`config.mk`:
```
export PLATFORM = sky130hd
export DESIGN_NAME = y_multicycle_adder
export DESIGN_NICKNAME = d
export VERILOG_FILES = /design/src/rtl/y_multicycle_adder.sv
export SDC_FILE = /design/constraint.sdc
export NUM_CORES = 1
export LEC_CHECK = 0
export CAP_MARGIN = 20
export CORE_ASPECT_RATIO = 1.25
export CORE_MARGIN = 5
export CORE_UTILIZATION = 50
export DETAILED_ROUTE_END_ITERATION = 10
export GPL_ROUTABILITY_DRIVEN = 1
export PLACE_DENSITY = 0.87
export SYNTH_ARGS = -nofsm -noshare
export SYNTH_HDL_FRONTEND = slang
export SYNTH_SLANG_ARGS = --single-unit
```
`constraint.sdc`:
```
create_clock -name clk -period 10.2 [get_ports clk]
set_input_delay 1.53 -clock clk [delete_from_list [all_inputs] [get_ports clk]]
set_output_delay 1.53 -clock clk [all_outputs]
set_load 0.01 [all_outputs]
```
`src/rtl/y_multicycle_adder.sv`:
```
// Multi-cycle adder/subtractor: processes CHUNK bits per clock, rippling the
// carry through a register, with ready/valid handshakes on both sides.
module y_multicycle_adder #(
  parameter int W     = 32,
  parameter int CHUNK = 4
) (
  input  logic         clk,
  input  logic         reset,
  input  logic         in_valid,
  output logic         in_ready,
  input  logic [W-1:0] a,
  input  logic [W-1:0] b,
  input  logic         cin,
  input  logic         sub,
  output logic         out_valid,
  input  logic         out_ready,
  output logic [W-1:0] z,
  output logic         cout,
  output logic         ovf,
  output logic         zero
);

  localparam int N  = W / CHUNK;
  localparam int CW = (N > 1) ? $clog2(N) : 1;

  typedef enum logic [1:0] {IDLE, RUN, DONE} state_t;

  state_t         state_q, state_d;
  logic [W-1:0]   opa_q, opb_q, z_q, z_d;
  logic           carry_q;
  logic [CW-1:0]  cnt_q;
  logic           cout_q, ovf_q, zero_q;
  logic [CHUNK:0] sum;
  logic           last;
  logic           msb_cin;

  // NOTE: every signal driven here gets a value before any branch, so no
  // path can leave one unassigned and infer a latch.
  always_comb begin
    sum     = {1'b0, opa_q[cnt_q*CHUNK +: CHUNK]}
            + {1'b0, opb_q[cnt_q*CHUNK +: CHUNK]}
            + (CHUNK+1)'(carry_q);
    z_d     = z_q;
    z_d[cnt_q*CHUNK +: CHUNK] = sum[CHUNK-1:0];
    last    = (cnt_q == CW'(N-1));
    // Carry into bit W-1 recovered from the top sum bit; only meaningful on the last chunk.
    msb_cin = opa_q[W-1] ^ opb_q[W-1] ^ sum[CHUNK-1];
  end

  always_comb begin
    state_d = state_q;
    case (state_q)
      IDLE:    if (in_valid) state_d = RUN;
      RUN:     if (last)     state_d = DONE;
      DONE:    if (out_ready) state_d = IDLE;
      default: state_d = IDLE;
    endcase
  end

  // NOTE: state is updated with non-blocking assignments so every register
  // samples the values from before this edge, regardless of statement order.
  always_ff @(posedge clk) begin
    if (reset) begin
      state_q <= IDLE;
      opa_q   <= '0;
      opb_q   <= '0;
      z_q     <= '0;
      carry_q <= 1'b0;
      cnt_q   <= '0;
      cout_q  <= 1'b0;
      ovf_q   <= 1'b0;
      zero_q  <= 1'b0;
    end else begin
      state_q <= state_d;
      case (state_q)
        IDLE: if (in_valid) begin
          // Subtraction is a + ~b + 1, so invert b here and seed the carry with 1.
          opa_q   <= a;
          opb_q   <= sub ? ~b : b;
          carry_q <= sub ? 1'b1 : cin;
          cnt_q   <= '0;
        end
        RUN: begin
          z_q     <= z_d;
          carry_q <= sum[CHUNK];
          cnt_q   <= last ? '0 : cnt_q + CW'(1);
          if (last) begin
            cout_q <= sum[CHUNK];
            ovf_q  <= msb_cin ^ sum[CHUNK];
            zero_q <= (z_d == '0);
          end
        end
        default: ;
      endcase
    end
  end

  assign in_ready  = (state_q == IDLE);
  assign out_valid = (state_q == DONE);
  assign z         = z_q;
  assign cout      = cout_q;
  assign ovf       = ovf_q;
  assign zero      = zero_q;

endmodule
```
### Word level (Yosys, flattened, before mapping)

Cells that the tools add are included.

* bits in read-only memories: 0
* memories: 0
* bits in writable memories: 0
* logic and storage cells: 46
* bits in registers: 105
* latch bits: 0

* $lt $le $gt $ge: 0
* multiplexer cells: 12
* div/mod/pow operators: 0
* reduce and logical (&&, ||, !) cells: 7
* bitwise logic cells: 4
* shifts and indexed selects: 4
* add/subtract/negate cells: 4
* multipliers: 0
* equal/unequal tests: 6

Operators by type and width (number)
* $shiftx 32x6->4: 2
* $neg 5->34: 1
* $shift 4x34->32 const A: 1
* $shiftx 4x34->32: 1
* $bwmux 32: 1
* $logic_not 32->1: 1
* $mux 32: 1
* $not 32->32: 1
* $mux 2: 3
* $mux 3: 2
* $pmux 2 s3: 1
* $pmux 3 s2: 1
* $reduce_and 2->1: 3
* $add 4x4->5: 1
* $add 5x1->5: 1
* $ne 2x2->1 const B: 2
* $add 3x1->3 const B: 1
* $eq 3x3->1 const B: 1
* $reduce_and 3->1: 1
* $xor 1x1->1: 3
* $eq 2x1->1 const B: 1
* $eq 2x2->1 const B: 1
* $logic_not 2->1: 1
* $mux 1: 2
* 3 further kinds: 3

### Depth between registers and ports, before layout

* word-level depth: 6
* gate-level depth with buffers: 14
* gate-level depth less buffers: 12

### Worst setup path after synthesis

No wires, ideal clock.

* kind: reg-to-reg
* start point: register cnt_q[0]
* end point: register zero_q (netlist: zero)
* arrival: 3.300 ns
* stages on the path, launching flop included: 15
* period minus slack after synthesis: 3.387 ns
* setup time: 0.087 ns
* data required time: 10.113 ns
* path slack: 6.813 ns
* cell sequence: dfxtp_1 > buf_6 > buf_2 > mux4_2 > nand2_1 > nand2_1 > fa_1 > inv_1 > fa_1 > xor2_1 > a211o_1 > nand2_1 > a311oi_1 > o2111ai_1 > o31ai_1

* longest elaborated chain between the ends: 6

RTL lines
* start: declaration: RTL line 31 `logic [CW-1:0] cnt_q;`
* start signal: assignment: RTL line 86 `cnt_q <= last ? '0 : cnt_q + CW'(1);`
* $shiftx 32x6->4, on equally long branches: RTL line 40, 41
* $add 4x4->5: RTL line 41 `+ {1'b0, opb_q[cnt_q*CHUNK +: CHUNK]}`
* $add 5x1->5: RTL line 42 `+ (CHUNK+1)'(carry_q);`
* $shiftx 4x34->32: RTL line 44 `z_d[cnt_q*CHUNK +: CHUNK] = sum[CHUNK-1:0];`
* $bwmux 32: RTL line 44
* $logic_not 32->1: RTL line 90 `zero_q <= (z_d == '0);`
* end signal: assignment: RTL line 90
* end: declaration: RTL line 32 `logic cout_q, ovf_q, zero_q;`

Parallel ways exist; a longest one is shown, timed or not.
A chain may end at the register's enable or synchronous reset.

### Worst setup path in the final report

Same ends and word-level chain as after synthesis.

==> flow_metrics.tcl <==
set metrics [dict create \
    path_max_fanout 19 \
    cts_buffers 9 \
    hp-class "flip-flop to flip-flop" \
    gp_congestion 0.9116 \
    slew_violations 0 \
    synthesis.area_sq_um 5256 \
    post-route-period-util 0.4140 \
    async_flop_share 0 \
    drt-initial-drc-count 232 \
    ys_types 55 \
    syn2layout_area_growth_pct 26.35 \
    die_w_um 101.7 \
    synth_nets 712 \
    min-delay-start "opa_q[7]" \
    start_kind "flip-flop" \
    numClockSinks 105 \
    worst_pin_slew_ns 1.044 \
    drc 0 \
    overflow 0 \
    relSlewSlack 0.3039 \
    path_delay_family "compound AO/OA/AOI/OAI gates" \
    syn_inst 630 \
    post-route-util 0.6506 \
    dp_cells 822 \
    fin_worst_hold_slack_ns 0.4572 \
    ys_seq_area_frac 0.3999 \
    worstPathArrival_ns 4.49 \
    vdd_ir_drop_max_uv 81.19 \
    skew_ns 0.01239 \
    crit_type "flip-flop to flip-flop" \
    synth_flop_cell "dfxtp_1" \
    avgSynthCellArea_sq_um 8.343 \
    hpwl_um 10320 \
    finalSetupViolations 0 \
    hold_violations 0 \
    cts_buffer_depth 2 \
    yosysTopAreaCell "dfxtp_1" \
    port_buffers 106 \
    die_h_um 124.6 \
    cp_common_cell "nand2_1" \
    wl_per_cell_um 16.75 \
    tns_ns 0 \
    crit_start "cnt_q[0]" \
    cts_tree "built" \
    yosys-top-cells-area "dfxtp_1, nand2_1, mux4_2, a21oi_1, nor2_1" \
    path_buf_inv 2 \
    path_cells "buf_4 -> mux4_2 -> nand2_1 -> nand2_1 -> fa_1 -> inv_1 -> fa_1 -> xor2_1 -> a211o_1 -> nand2_1 -> a311oi_1 -> o2111ai_1 -> o31ai_1" \
    grt_pass1_wl_um 22940 \
    ctsResizeCount 0 \
    grt_pass1_vias 4772 \
    num_vias 4765 \
    p_leak_nw 2.399 \
    grt_start_max_net_pins 107 \
    yosysWarnings 0 \
    drt_pass1_iterations 4 \
    clk_latency_ns 0.35 \
    ant_nets 0 \
    nNetsFinal 787 \
    max_stage_delay_ns 0.83 \
    clk_pin_slew_worst_paths_ns 0.08 \
    post_drt_via_cell_ratio 5.679 \
    max_freq_mhz 236.8 \
    h-tree-depth 3 \
    slowest_stage "dfxtp_1" \
    fillCellCount 816 \
    finalWirelength_um 14060 \
    status "complete, no violations" \
    required_ns 10.47 \
    post_cts_buffers 0 \
    ios 107 \
    yosys.area.top_type_share 0.3999 \
    grt_util_all_layers 0.2228 \
    antenna_found_initial 0 \
    power_per_cell_area_nw_per_um2 145.2 \
    antenna_cells 0 \
    worstSetupEndpointType "flip-flop" \
    hold_buffers 0 \
    finalCriticalPeriod_ns 4.223 \
    synth_edf_count 0 \
    maxCapViolations 0 \
    synth-seq-cells 105 \
    die_area_sq_um 12680 \
    rsz0062_at_grt "no" \
    start_util 0.5149 \
    num_rows 41 \
    root_buffer "clkbuf_16" \
    final_cells 839 \
    drive_gt1_frac 0.06620 \
    core_area_sq_um 10210 \
    rr_startpoint "cnt_q[0]" \
]
==> worst paths after layout <==
path                                 end  slack (ns)  cells past startpoint
worst max register to register      zero        5.98                     13
worst max-delay path                zero        5.98                     13
worst min-delay path            opa_q[7]        0.46                      2
worst min register to register  opa_q[7]        0.46                      2
==> layout by cell type (no fill, tap or decap), types with 2 or more instances in the layout <==
cell,Yosys,layout
inv_6,0,4
nand2b_1,10,10
a311oi_1,2,2
clkinv_8,0,2
nand2_1,114,114
o21a_1,2,2
nand3_1,9,9
clkbuf_16,0,9
a2111oi_0,2,2
and2_1,3,2
buf_4,0,5
a21o_1,2,2
clkdlybuf4s50_1,0,104
ha_1,10,10
dfxtp_1,105,105
mux2i_1,6,6
nor2b_1,4,4
inv_1,6,6
nor2_1,78,78
nor4_1,9,9
xnor2_1,33,33
nand3b_1,4,4
fa_1,2,2
mux4_2,16,16
a211oi_1,32,32
a22oi_1,2,2
a21oi_1,70,70
o21ai_0,18,18
o31ai_1,2,2
nand4_1,4,4
nor3_1,13,13
==> cells in the mapped netlist (2+ instances only) <==
cell       number
nand2_1       114
dfxtp_1       105
nor2_1         78
a21oi_1        70
clkbuf_1       33
xnor2_1        33
a211oi_1       32
o21ai_0        18
mux4_2         16
nor3_1         13
ha_1           10
nand2b_1       10
nand3_1         9
nor4_1          9
buf_2           7
buf_1           6
inv_1           6
mux2i_1         6
nand3b_1        4
nand4_1         4
nor2b_1         4
and2_1          3
a2111oi_0       2
a21o_1          2
a22oi_1         2
a311oi_1        2
fa_1            2
o21a_1          2
o31ai_1         2
==> flip-flops by register name, indices dropped and copies added, names as in the netlist <==
name     cells
zero         1
opb_q       32
cnt_q        3
opa_q       32
ovf          1
carry_q      1
z           32
state_q      2
cout         1
==> metrics by stage <==
| stage | total power [mW] | instance area, sq um | setup WS [ns] |
|---|---|---|---|
| finish | 0.9646 | 6641 | 5.977 |
| global route | 1.007 | 6641 | 5.520 |
| CTS | 0.9669 | 6614 | 5.913 |
| detailed placement | 0.6262 | 6310 | 5.981 |
| global placement | 0.6209 | 6310 | 5.999 |
| floorplan | 0.5664 | 5256 | 6.813 |
==> worst register-to-register path, stage by stage, from the launching register on <==
cell	delay, ns
dfxtp_1	0.83
buf_4	0.39
mux4_2	0.55
nand2_1	0.08
nand2_1	0.07
fa_1	0.38
inv_1	0.09
fa_1	0.20
xor2_1	0.61
a211o_1	0.23
nand2_1	0.05
a311oi_1	0.29
o2111ai_1	0.14
o31ai_1	0.24
==> kinds of logic (layout without fill, tap and decap cells) <==
logic type / count (synthesis) / after routing / synth area share
mux: 23 / 23 / 0.08212
flops: 105 / 105 / 0.3999
compound gates: 143 / 143 / 0.1673
fa+ha+maj: 12 / 12 / 0.03142
buf+inv: 54 / 134 / 0.04165
xor+xnor: 36 / 36 / 0.06403
simple gates: 257 / 257 / 0.2135
==> power by group <==
| group | switching (mW) | leakage (nW) | internal (mW) |
|---|---|---|---|
| clock network | 0.169 | 0.149 | 0.175 |
| registers | 0.0155 | 0.859 | 0.431 |
| logic | 0.0913 | 1.39 | 0.0823 |
| total | 0.276 | 2.40 | 0.689 |
==> routing by layer <==
layer  up-vias  GRT usage  routed length, um
met1      2235     0.2696               5710
met4         0    0.07903                315
met2       159     0.3918               7264
met3        23    0.03473                764
met5         -          0                  0
li1       2348          -                  -
==> area by class of cell <==
class,instances,area [sq um],area share
sequential,105,2102,0.3165
tap,129,161.4,0.02430
inverter,7,26.28,0.003956
clock buffer,9,225.2,0.03391
timing repair buffer,111,1111,0.1673
multi-input combinational,471,2937,0.4422
clock inverter,7,78.83,0.01187
Power figures use the tool's default switching activity.
